===== config.mk =====
export PLATFORM = sky130hd
export DESIGN_NAME = rob_param
export DESIGN_NICKNAME = d
export VERILOG_FILES = /design/src/rtl/rob_param.sv
export SDC_FILE = /design/constraint.sdc
export NUM_CORES = 2
export LEC_CHECK = 0
export CELL_PAD_IN_SITES_DETAIL_PLACEMENT = 1
export CELL_PAD_IN_SITES_GLOBAL_PLACEMENT = 2
export CORE_ASPECT_RATIO = 1.5
export CORE_UTILIZATION = 49
export CTS_CLUSTER_DIAMETER = 80
export DETAILED_ROUTE_END_ITERATION = 7
export GPL_ROUTABILITY_DRIVEN = 1
export PLACE_DENSITY_LB_ADDON = 0.15
export SYNTH_ARGS = -nofsm -noshare
export SYNTH_HDL_FRONTEND = slang
export SYNTH_SLANG_ARGS = --single-unit

===== constraint.sdc =====
create_clock -name clk -period 8.8 [get_ports clk]
set_input_delay 1.76 -clock clk [delete_from_list [all_inputs] [get_ports clk]]
set_output_delay 1.76 -clock clk [all_outputs]
set_load 0.01 [all_outputs]

===== src/rtl/rob_param.sv =====
// Reorder buffer for the out-of-order RV32I core.
// Circular buffer of DEPTH entries. Entries are allocated at the tail by the dispatcher, completed
// by CDB broadcasts, and retired from the head strictly in program order. A branch whose resolved
// direction disagrees with the prediction, or any jalr, raises a one-cycle flush after it retires.
// Optional build macro: ROB_QUERY_EN adds two combinational operand-lookup ports.
module rob_param #(
   parameter int unsigned DEPTH = 16,
   parameter int unsigned TAG_W = 4
) (
   input  logic             clk,
   input  logic             rst,
   input  logic             rdy,
   // dispatch
   input  logic             issue_en,
   input  logic [1:0]       issue_type,
   input  logic [4:0]       issue_rd,
   input  logic [31:0]      issue_pc,
   input  logic             issue_pred,
   output logic [TAG_W-1:0] issue_tag,
   output logic             full,
   // common data bus
   input  logic             cdb_en,
   input  logic [TAG_W-1:0] cdb_tag,
   input  logic [31:0]      cdb_val,
   input  logic             cdb_taken,
   input  logic [31:0]      cdb_target,
`ifdef ROB_QUERY_EN
   // operand lookup
   input  logic [TAG_W-1:0] q1_tag,
   input  logic [TAG_W-1:0] q2_tag,
   output logic             q1_rdy,
   output logic             q2_rdy,
   output logic [31:0]      q1_val,
   output logic [31:0]      q2_val,
`endif
   // retirement
   output logic             commit_rf_en,
   output logic [4:0]       commit_rd,
   output logic [31:0]      commit_val,
   output logic [TAG_W-1:0] commit_tag,
   output logic             commit_st_en,
   output logic             bp_upd_en,
   output logic [31:0]      bp_upd_pc,
   output logic             bp_upd_taken,
   output logic             flush,
   output logic [31:0]      flush_pc
);

   localparam logic [1:0] TypeReg    = 2'd0;
   localparam logic [1:0] TypeBranch = 2'd1;
   localparam logic [1:0] TypeStore  = 2'd2;
   localparam logic [1:0] TypeJalr   = 2'd3;

   localparam logic [TAG_W:0] FullCount = (TAG_W+1)'(DEPTH);

   // Pointer and occupancy state
   logic [TAG_W-1:0] head_q, head_d;
   logic [TAG_W-1:0] tail_q, tail_d;
   logic [TAG_W:0]   count_q, count_d;
   logic [DEPTH-1:0] ready_q, ready_d;

   // Entry payload; only meaningful while the matching slot is occupied
   logic [1:0]  type_q   [DEPTH];
   logic [4:0]  rd_q     [DEPTH];
   logic [31:0] pc_q     [DEPTH];
   logic        pred_q   [DEPTH];
   logic [31:0] val_q    [DEPTH];
   logic        taken_q  [DEPTH];
   logic [31:0] target_q [DEPTH];

   // Registered retirement outputs
   logic             rf_en_q, rf_en_d;
   logic             st_en_q, st_en_d;
   logic             bp_en_q, bp_en_d;
   logic             flush_q, flush_d;
   logic [4:0]       commit_rd_q;
   logic [31:0]      commit_val_q;
   logic [TAG_W-1:0] commit_tag_q;
   logic [31:0]      bp_pc_q;
   logic             bp_taken_q;
   logic [31:0]      flush_pc_q, flush_pc_d;

   // Head entry view
   logic [1:0]  h_type;
   logic [4:0]  h_rd;
   logic [31:0] h_pc;
   logic        h_pred;
   logic        h_taken;
   logic [31:0] h_target;

   logic issue_ok;
   logic cdb_ok;
   logic commit_ok;
   logic mispredict;
   logic do_flush;

   assign full      = (count_q == FullCount);
   assign issue_tag = tail_q;

   assign h_type   = type_q[head_q];
   assign h_rd     = rd_q[head_q];
   assign h_pc     = pc_q[head_q];
   assign h_pred   = pred_q[head_q];
   assign h_taken  = taken_q[head_q];
   assign h_target = target_q[head_q];

   // The flush cycle swallows dispatch and CDB traffic; the buffer is already empty by then.
   assign issue_ok  = issue_en && !full && rdy && !flush_q;
   assign cdb_ok    = cdb_en && rdy && !flush_q;
   assign commit_ok = rdy && !flush_q && (count_q != '0) && ready_q[head_q];

   assign mispredict = ((h_type == TypeBranch) && (h_taken != h_pred)) || (h_type == TypeJalr);
   assign do_flush   = commit_ok && mispredict;

   // Next-state for pointers, occupancy and ready bits
   always_comb begin
      head_d  = head_q;
      tail_d  = tail_q;
      count_d = count_q;
      ready_d = ready_q;
      if (cdb_ok) begin
         ready_d[cdb_tag] = 1'b1;
      end
      if (issue_ok) begin
         ready_d[tail_q] = 1'b0;
         tail_d          = tail_q + 1'b1;
      end
      if (commit_ok) begin
         head_d = head_q + 1'b1;
      end
      unique case ({issue_ok, commit_ok})
         2'b10:   count_d = count_q + 1'b1;
         2'b01:   count_d = count_q - 1'b1;
         default: count_d = count_q;
      endcase
      // A mispredict discards everything younger, including a same-cycle allocation
      if (do_flush) begin
         head_d  = '0;
         tail_d  = '0;
         count_d = '0;
         ready_d = '0;
      end
   end

   // Next-state for the retirement pulses and the redirect target
   always_comb begin
      rf_en_d    = 1'b0;
      st_en_d    = 1'b0;
      bp_en_d    = 1'b0;
      flush_d    = do_flush;
      flush_pc_d = flush_pc_q;
      if (commit_ok) begin
         unique case (h_type)
            TypeReg, TypeJalr: rf_en_d = (h_rd != 5'd0);
            TypeStore:         st_en_d = 1'b1;
            TypeBranch:        bp_en_d = 1'b1;
            default:           ;
         endcase
      end
      if (do_flush) begin
         if (h_type == TypeJalr) begin
            flush_pc_d = h_target;
         end else begin
            flush_pc_d = h_taken ? h_target : (h_pc + 32'd4);
         end
      end
   end

   // Control state register; everything holds while rdy is low
   always_ff @(posedge clk) begin
      if (rst) begin
         head_q  <= '0;
         tail_q  <= '0;
         count_q <= '0;
         ready_q <= '0;
      end else if (rdy) begin
         head_q  <= head_d;
         tail_q  <= tail_d;
         count_q <= count_d;
         ready_q <= ready_d;
      end
   end

   // Entry payload writes from dispatch and from the CDB
   always_ff @(posedge clk) begin
      if (issue_ok) begin
         type_q[tail_q] <= issue_type;
         rd_q[tail_q]   <= issue_rd;
         pc_q[tail_q]   <= issue_pc;
         pred_q[tail_q] <= issue_pred;
      end
      if (cdb_ok) begin
         val_q[cdb_tag]    <= cdb_val;
         taken_q[cdb_tag]  <= cdb_taken;
         target_q[cdb_tag] <= cdb_target;
      end
   end

   // Retirement output registers; pulses hold while rdy is low and are masked at the port
   always_ff @(posedge clk) begin
      if (rst) begin
         rf_en_q      <= 1'b0;
         st_en_q      <= 1'b0;
         bp_en_q      <= 1'b0;
         flush_q      <= 1'b0;
         commit_rd_q  <= '0;
         commit_val_q <= '0;
         commit_tag_q <= '0;
         bp_pc_q      <= '0;
         bp_taken_q   <= 1'b0;
         flush_pc_q   <= '0;
      end else if (rdy) begin
         rf_en_q    <= rf_en_d;
         st_en_q    <= st_en_d;
         bp_en_q    <= bp_en_d;
         flush_q    <= flush_d;
         flush_pc_q <= flush_pc_d;
         if (commit_ok) begin
            commit_rd_q  <= h_rd;
            commit_val_q <= val_q[head_q];
            commit_tag_q <= head_q;
            bp_pc_q      <= h_pc;
            bp_taken_q   <= h_taken;
         end
      end
   end

   assign commit_rf_en = rf_en_q & rdy;
   assign commit_st_en = st_en_q & rdy;
   assign bp_upd_en    = bp_en_q & rdy;
   assign flush        = flush_q & rdy;
   assign commit_rd    = commit_rd_q;
   assign commit_val   = commit_val_q;
   assign commit_tag   = commit_tag_q;
   assign bp_upd_pc    = bp_pc_q;
   assign bp_upd_taken = bp_taken_q;
   assign flush_pc     = flush_pc_q;

`ifdef ROB_QUERY_EN
   // Operand lookup, forwarding a same-cycle broadcast to the queried entry
   always_comb begin
      q1_rdy = ready_q[q1_tag];
      q1_val = val_q[q1_tag];
      q2_rdy = ready_q[q2_tag];
      q2_val = val_q[q2_tag];
      if (cdb_en && (cdb_tag == q1_tag)) begin
         q1_rdy = 1'b1;
         q1_val = cdb_val;
      end
      if (cdb_en && (cdb_tag == q2_tag)) begin
         q2_rdy = 1'b1;
         q2_val = cdb_val;
      end
   end
`endif

endmodule


==> qor.yml <==
run_status: "completed"
drive_gt1_share_pct: 23.5
yosysTopAreaCellShare_pct: 72.6
setup.worst_path.end: "flush_pc[21]$_SDFFE_PP0P_"
setup_slack_ns: 3.83
slew_headroom_pct: 18.0
cts_tree: "done"
fp.dieW_microns: 310
path_clk_slew_ns: 0.07
drt_first_pass_iters: 5
gp_congestion: 0.826
max_cap_viol_count: 0
coreArea_sq_um: 140000
syn_area_sq_um: 69500
synth_area_leaders: "edfxtp_1, mux4_2, dfxtp_1"
switching_power_w: 0.00342
overflow: 0
p_per_area_nw_per_um2: 216
p_sw_share_pct: 19.9
critPathKind: "in2reg"
routed_wl_mm: 176
rr_worst_depth: 9
syn_area_per_cell_sq_um: 22.0
start_util_pct: 49.6
htreeDepth: 4
pre_cts_ws_ns: 3.01
fmax_mhz: 201
whs_path_depth: 2
io_pins: 229
cp_cell_sequence: "clkdlybuf4s50_1 -> inv_1 -> a2111oi_0 -> a2bb2oi_4 -> nor2_1 -> nor2_2 -> a22oi_1 -> o21ai_0"
clkPwrFrac_pct: 42.4
crit_start: "rdy"
tightestPinTransition_ns: 1.23
layout.nets: 3581
fin_crit_sh_pct: 56.5
async_flop_share_pct: 0
cts_buffers: 165
report.final.slew_viol_count: 0
ys_ff_latch: 1823
clock_sinks: 1823
insertion_delay_ns: 0.81
ant_nets: 0
hold_path.class: "reg2reg"
drc_errors: 0
ir_worst_vdd_v: 0.000220
routedWlPerCell_microns: 32.2
synth_cells: 3157
crit_slowest_cell: "nor2_1"
place_area_sq_um: 74100
synth_nets: 3282
cp_max_fo: 34
yosys.cell_types.count: 60
crit_required_ns: 9.45
drt-initial-drc-count: 2956
dpl.hpwl_mm: 105
floorplan.die_area_sq_um: 143000
area_delta_synth_final_pct: 14.5
cp-start-kind: "input pin"
antenna_found_initial: 23
synth_largest_area_cell: "edfxtp_1"
cpPeakStageDelay_ns: 0.87
cts_resized: 0
setup_viol: 0
num_rows: 168
p_int_w: 0.0138
arrival_ns: 5.63
finalCriticalPeriod_ns: 4.97
die-height_microns: 463
vias: 33100
cts_setup_buffers: 0
grt_setup_unrepaired: "no"
hold_violations: 0
comb_power_share_pct: 2.0
portBuffers: 228
synth_edf_count: 1680
timing.setup.tns_ns: 0
design_area_sq_um: 79600
grt_pass1_wl_mm: 255
holdBufCountCts: 0
routed_via_density: 6.05
cts_buffer_depth: 3
endpoint_kind: "register"
grt_max_degree: 101
root_buffer: "clkbuf_16"
clock_skew_ns: 0.0301
power.total_w: 0.0172
synth_warnings: 0
grt_pass1_vias: 36000
grt_use_total_pct: 25.1
yosys_most_used_dff: "edfxtp_1"
synth-seq-area-share_pct: 76.7
p_leak_nw: 24.0
p_seq_share_pct: 55.6
reg2reg_to: "flush_pc[21]$_SDFFE_PP0P_"
r2r_slack_ns: 3.84
## layer usage
layer | global-route usage (%) | vias up | wire length (microns)
met2 | 44.1 | 965 | 93800
met5 | 0 | - | 254
li1 | - | 13800 | -
met1 | 31.3 | 18000 | 68000
met3 | 4.77 | 281 | 9590
met4 | 7.70 | 36 | 4610
## registers in the layout, summed over array words and instances, names as in the netlist, 4 cells and up, named ones only
register    cells
target_q      512
commit_val     32
val_q         512
rd_q           80
head_q          4
bp_upd_pc      32
ready_q        16
type_q         32
flush_pc       32
pc_q          512
commit_tag      4
pred_q         16
count_q         5
commit_rd       5
taken_q        16
issue_tag       4
## cell type report
type	count	area, sq um
Clock inverter	93	830
Fill cell	11800	60600
Sequential cell	1823	53300
Inverter	15	58.8
Tap cell	1870	2340
Timing Repair Buffer	299	2840
Clock buffer	213	4690
Antenna cell	2	5.00
Multi-Input combinational cell	1152	15500
## worst max-delay path: cells and delay by family
family,cells,cell delay (ns)
compound gates,4,1.69
buf+inv,2,0.86
simple gates,2,1.29
## per-stage QoR
stage,util (%),instances,hold slack (ns)
2_1_floorplan,-,3157,0.442
3_3_place_gp,52.8,5159,0.439
3_5_place_dp,52.8,5159,0.450
4_1_cts,56.8,5465,0.461
5_1_grt,56.8,5466,0.476
6_report,56.8,5467,0.452
## kinds of logic (layout without fill, tap and decap cells)
| logic type | Yosys count | count (layout) | share of synthesized area, % |
|---|---|---|---|
| DFF | 1823 | 1823 | 76.7 |
| muxes | 533 | 533 | 17.2 |
| and+or+nand+nor | 388 | 388 | 2.42 |
| buffers and inverters | 182 | 620 | 1.38 |
| AOI/OAI and AO/OA | 181 | 181 | 1.63 |
| xor gates and xnor gates | 39 | 39 | 0.491 |
| adders and majority gates | 11 | 11 | 0.198 |
| other | 0 | 2 | 0 |
## synth_stat cells, drive strengths merged (4+ instances only)
library cell  number
o21bai             4
buf               79
xor2              16
a21oi             79
nand2            196
edfxtp          1680
nand3             10
inv               15
ha                11
o21ai             28
mux4             513
a22oi             25
a211oi             4
or2                5
nor4              11
nor3              35
dfxtp            143
nand4             16
a221oi             7
xnor2             23
nand2b             6
mux2i             18
nor2              89
and2               7
a311oi             5
a22o               9
clkbuf            88
## how the worst min path moves through the flow
stage / from / to / slack [ns]
final: bp_upd_pc[21]$_SDFFE_PP0P_ / bp_upd_pc[21]$_SDFFE_PP0P_ / 0.45
after detailed placement: commit_val[23]$_SDFFE_PP0P_ / commit_val[23]$_SDFFE_PP0P_ / 0.45
after floorplan: rf_en_q$_SDFFE_PP0P_ / rf_en_q$_SDFFE_PP0P_ / 0.44
after global routing: bp_upd_pc[7]$_SDFFE_PP0P_ / bp_upd_pc[7]$_SDFFE_PP0P_ / 0.48
after global placement: commit_val[8]$_SDFFE_PP0P_ / commit_val[8]$_SDFFE_PP0P_ / 0.44
after CTS: bp_upd_pc[21]$_SDFFE_PP0P_ / bp_upd_pc[21]$_SDFFE_PP0P_ / 0.46
## power groups by stage
stage / registers, W / clock network (W) / logic [W]
after CTS: 0.00955 / 0.00742 / 0.000348
after detailed placement: 0.00974 / 0 / 0.000347
after floorplan: 0.00974 / 0 / 0.000109
final: 0.00955 / 0.00729 / 0.000342
after global placement: 0.00973 / 0 / 0.000326
after global routing: 0.00955 / 0.00768 / 0.000366
## layout by cell type (no fill, tap or decap), types with 10 or more instances in the layout
master	count
edfxtp_1	1680
mux4_2	463
clkdlybuf4s50_1	227
nand2_1	196
clkbuf_16	178
dfxtp_1	136
a21oi_1	79
buf_4	70
nor2_1	63
mux4_1	50
clkinv_2	38
clkinv_1	28
nor3_1	27
a22oi_1	25
clkbuf_1	25
nor2_4	24
xnor2_1	23
o21ai_0	23
mux2i_1	18
xor2_1	16
nand4_1	15
inv_1	14
bufinv_16	12
ha_1	11
nand3_1	10
clkbuf_8	10
Note: power is estimated with default switching activity, not from simulation.
